<file path="src/rtl/booth_seq_ctrl.sv">
// Sequential radix-2 Booth multiplier controller.
// Takes one signed operand pair per handshake. Each cycle it performs one
// Booth recoding step on a shared add/subtract datapath, then holds the
// signed product until the consumer takes it.
//
// state   | meaning
// --------+--------------------------------------------------------------
// ST_IDLE | waiting for operands; in_ready high; result keeps last product
// ST_RUN  | one Booth step per cycle, WIDTH steps in total
// ST_DONE | product valid on result/nz_ops; waiting for out_ready
module booth_seq_ctrl #(
  parameter  int WIDTH = 8,
  localparam int CNT_W = $clog2(WIDTH + 1)
) (
  input  logic                 clk,
  input  logic                 rst,
  input  logic                 in_valid,
  output logic                 in_ready,
  input  logic [WIDTH-1:0]     op_1,
  input  logic [WIDTH-1:0]     op_2,
  output logic                 out_valid,
  input  logic                 out_ready,
  output logic [2*WIDTH-1:0]   result,
  output logic [CNT_W-1:0]     nz_ops,
  output logic                 busy
);

  typedef enum logic [1:0] {
    ST_IDLE = 2'd0,
    ST_RUN  = 2'd1,
    ST_DONE = 2'd2
  } state_t;

  localparam logic [CNT_W-1:0] LAST_STEP = CNT_W'(WIDTH - 1);
  localparam logic [CNT_W-1:0] CNT_ONE   = CNT_W'(1);

  state_t               state_q, state_d;
  logic [2*WIDTH-1:0]   acc_q, acc_d;
  // Multiplicand is kept pre-shifted so step i adds op_1ext << i without
  // a variable shifter.
  logic [2*WIDTH-1:0]   mcand_q, mcand_d;
  // {op_2, 1'b0} shifted right each step; bits [1:0] are the current Booth pair.
  logic [WIDTH:0]       mplier_q, mplier_d;
  logic [CNT_W-1:0]     cnt_q, cnt_d;
  logic [CNT_W-1:0]     nz_q, nz_d;

  // Next-state, datapath update and handshake outputs.
  always_comb begin
    state_d   = state_q;
    acc_d     = acc_q;
    mcand_d   = mcand_q;
    mplier_d  = mplier_q;
    cnt_d     = cnt_q;
    nz_d      = nz_q;
    in_ready  = (state_q == ST_IDLE);
    out_valid = (state_q == ST_DONE);
    busy      = (state_q != ST_IDLE);

    case (state_q)
      ST_IDLE: begin
        if (in_valid) begin
          mcand_d  = {{WIDTH{op_1[WIDTH-1]}}, op_1};
          mplier_d = {op_2, 1'b0};
          acc_d    = '0;
          cnt_d    = '0;
          nz_d     = '0;
          state_d  = ST_RUN;
        end
      end
      ST_RUN: begin
        case (mplier_q[1:0])
          2'b10: begin
            acc_d = acc_q - mcand_q;
            nz_d  = nz_q + CNT_ONE;
          end
          2'b01: begin
            acc_d = acc_q + mcand_q;
            nz_d  = nz_q + CNT_ONE;
          end
          default: acc_d = acc_q;
        endcase
        mcand_d  = mcand_q << 1;
        mplier_d = mplier_q >> 1;
        cnt_d    = cnt_q + CNT_ONE;
        if (cnt_q == LAST_STEP) begin
          state_d = ST_DONE;
        end
      end
      ST_DONE: begin
        if (out_ready) begin
          state_d = ST_IDLE;
        end
      end
      default: state_d = ST_IDLE;
    endcase
  end

  // State and datapath registers with synchronous reset.
  always_ff @(posedge clk) begin
    if (rst) begin
      state_q  <= ST_IDLE;
      acc_q    <= '0;
      mcand_q  <= '0;
      mplier_q <= '0;
      cnt_q    <= '0;
      nz_q     <= '0;
    end else begin
      state_q  <= state_d;
      acc_q    <= acc_d;
      mcand_q  <= mcand_d;
      mplier_q <= mplier_d;
      cnt_q    <= cnt_d;
      nz_q     <= nz_d;
    end
  end

  assign result = acc_q;
  assign nz_ops = nz_q;

endmodule

</file>
<file path="config.mk">
export PLATFORM = sky130hd
export DESIGN_NAME = booth_seq_ctrl
export DESIGN_NICKNAME = d
export VERILOG_FILES = /design/src/rtl/booth_seq_ctrl.sv
export SDC_FILE = /design/constraint.sdc
export NUM_CORES = 1
export LEC_CHECK = 0
export ABC_AREA = 1
export CORE_MARGIN = 2
export CORE_UTILIZATION = 60
export DETAILED_ROUTE_END_ITERATION = 6
export HOLD_SLACK_MARGIN = 0.12
export PLACE_DENSITY = 0.85
export SLEW_MARGIN = 20
export SYNTH_ARGS = -nofsm -noshare
export SYNTH_HDL_FRONTEND = slang
export SYNTH_SLANG_ARGS = --single-unit
</file>
<file path="constraint.sdc">
create_clock -name clk -period 7.9 [get_ports clk]
set_clock_uncertainty 0.1 [all_clocks]
set_input_delay 0.79 -clock clk [delete_from_list [all_inputs] [get_ports clk]]
set_output_delay 0.79 -clock clk [all_outputs]
set_load 0.05 [all_outputs]
</file>
==> results.yml <==
status:
  run_status: "finished clean"
floorplan:
  floorplan.initialDensity_pct: 62.8
  dieWidth_microns: 77.6
  floorplan.io_pins: 43
  placement_rows: 26
  core-area_sq_um: 5170
  die_area_sq_um: 6020
  dieHeight_microns: 77.6
drt:
  post-route-drc-count: 0
  detail_route.iter0.violations: 111
  ant_nets: 0
  wirelength_microns: 7690
  drt_pass1_iterations: 5
  vias_per_cell: 5.50
  routedWlPerCell_microns: 13.0
  vias: 3255
yosys:
  mappedNetlistNets: 531
  yosysWarningCount: 0
  post_synth_edffs: 0
  synthDominantCellAreaShare_pct: 31.4
  netlist_top_cells_area: "dfxtp_1, nand2_1, ha_1"
  post_synth_fa_ha_maj_area_fraction_pct: 9.47
  synth-seq-cells: 51
  syn_area_sq_um: 3250
  muxShareOfSynthArea_pct: 0
  postSynthCellCount: 487
  synthesized_area_divided_by_synthesized_cell_count_sq_um: 6.67
  synth.distinct_cells: 31
  yosys.area_share.xor_xnor_pct: 3.77
  synth_compound_gate_area_share_pct: 17.4
  synth_simple_gate_area_share_pct: 29.3
  yosys.area.top_type: "dfxtp_1"
  sequential_fraction_of_the_synthesis_area_pct: 31.4
  postSynth.asyncResetShare_pct: 0
  ys_dominant_reg_cell: "dfxtp_1"
  synth_top_family_by_area: "simple AND/OR/NAND/NOR gates"
timing:
  finalMaxSlewViolations: 0
  max-slew-margin-rel_pct: 53.5
  worstMarginPinSlew_ns: 0.697
  timing.hold.ws_ns: 0.372
  rsz0062_at_grt: "false"
  period_needed_ns: 2.91
  setup-violations-final: 0
  fmax_mhz: 344
  hold_violations: 0
  final.period_utilization_pct: 36.8
  timing.setup.tns_ns: 0
setup_path:
  arrival_ns: 3.01
  startpoint_type: "register"
  setup.worst_path.class: "reg -> reg"
  cell_with_the_largest_stage_delay_on_the_worst_path: "dfxtp_1"
  crit_path_max_fanout: 11
  cp.required_ns: 8.00
  crit_path_cell_chain: "inv_1, ha_1, inv_1, o21ai_0, xor2_1, ha_1, nand2_1, nor2_1, o21ai_0, nand3_1, nand2_1, nand3_1, a21oi_1"
  timing.critical_path.to_type: "register"
  crit_path_max_incr_delay_ns: 0.39
cts:
  cts-hold-fix-buffers: 0
  tritoncts: "done"
  ctsHtreeMaxLevel: 2
  cts_buffers: 5
  post-cts-setup-buffer-count: 0
  worstSkewPairLatency_ns: 0.31
  cts.sinks: 51
  max-clock-path-buffers: 2
  cts_resized: 0
  cts_root_cell: "clkbuf_8"
  clk_pin_slew_ns: 0.10
placed_design:
  gp_routability_congestion: 0.931
  place.port_buffers: 42
  post-place-cells: 584
  detailedPlacementHpwl_microns: 5610
hold_path:
  worst_hold_path_type: "reg -> reg"
cells_and_area:
  layout.cells.most_common: "nand2_1"
  drive_gt1_share_pct: 4.79
  n_antenna_cell: 0
  area_growth_syn_to_layout_pct: 17.4
  final-instance-count-excl-fill: 592
  final_nets: 565
  layout_common_cells: "nand2_1, inv_1, dfxtp_1, a21oi_1, clkdlybuf4s50_1"
grt:
  grt_max_degree: 35
  global_route.usage.met2_pct: 47.7
  initial_antenna_violation_count: 0
  met1_track_usage_gr_pct: 32.3
  globalRoute.busiestLayer: "met2"
  first_pass_grt_wire_length_microns: 13200
  gr_overflow_total: 0
  grt_pass1_vias: 3037
  gr-usage-met3_pct: 3.84
  global_route.usage.total_pct: 26.7
pwr:
  finalPower_uw: 1010
  peakVddDrop_v: 0.000141
  power_density_relative_to_cell_area_nw_per_um2: 264
  p_leak_uw: 0.00170
flow_run:
  maxCapViolations: 0
-- registers in the layout, summed over array words and instances, names as in the netlist --
| signal | flops |
|---|---|
| cnt_q | 4 |
| mcand_q | 16 |
| mplier_q | 9 |
| nz_ops | 4 |
| result | 16 |
| state_q | 2 |
-- critical path: cells and delay by family, from the launching register on --
kind                       cells  cell delay (ns)
and+or+nand+nor                5             0.61
DFF                            1             0.39
xor gates and xnor gates       1             0.20
AOI/OAI and AO/OA              3             0.51
buffers and inverters          2             0.33
adders and majority gates      2             0.65
-- cell type report --
| cell class | count | area [sq um] |
|---|---|---|
| Multi-Input combinational cell | 365 | 1950 |
| Fill cell | 426 | 1360 |
| Sequential cell | 51 | 1020 |
| Timing Repair Buffer | 44 | 435 |
| Inverter | 54 | 203 |
| Tap cell | 70 | 87.6 |
| Clock buffer | 6 | 82.6 |
| Clock inverter | 2 | 38.8 |
-- report_power, final --
part           leakage (uW)  internal [uW]  switching, uW
Combinational       0.00122            176            313
Clock             0.0000618            104           92.8
Sequential         0.000419            289           30.8
Total               0.00170            569            437
-- cells by family after synthesis --
logic type	Yosys count
AO/OA/AOI/OAI	102
XOR/XNOR	14
adder cells (fa/ha/maj)	24
buffers and inverters	71
flip-flops	51
AND/OR/NAND/NOR	225
-- layer usage --
metal  part of all wire (%)  wire length (microns)
met1                     44                   3400
met2                     49                   3770
met3                    4.1                    318
met4                    2.6                    199
met5                      0                      0
-- Yosys cell counts (7+ instances only) --
library cell,n
a21oi_1,43
a31oi_1,14
clkbuf_1,9
dfxtp_1,51
ha_1,23
inv_1,51
nand2_1,140
nand3_1,26
nor2_1,30
o21ai_0,33
or2_2,7
xor2_1,13
-- stage by stage --
step | area, sq um | utilization [%] | setup slack (ns)
6_report | 3810 | 73.8 | 4.99
5_1_grt | 3810 | 73.8 | 4.71
4_1_cts | 3810 | 73.8 | 5.04
3_5_place_dp | 3690 | 71.4 | 4.94
3_3_place_gp | 3690 | 71.4 | 5.03
2_1_floorplan | 3250 | - | 5.39
-- final timing paths --
path                                  start          to  slack [ns]  cells after the start
worst max register to register  mplier_q[1]  result[11]        4.99                     13
worst min-delay path              nz_ops[3]   nz_ops[3]        0.37                      2
worst max-delay path            mplier_q[1]  result[11]        4.99                     13
worst min register to register    nz_ops[3]   nz_ops[3]        0.37                      2
(Power assumes the default switching activity.)
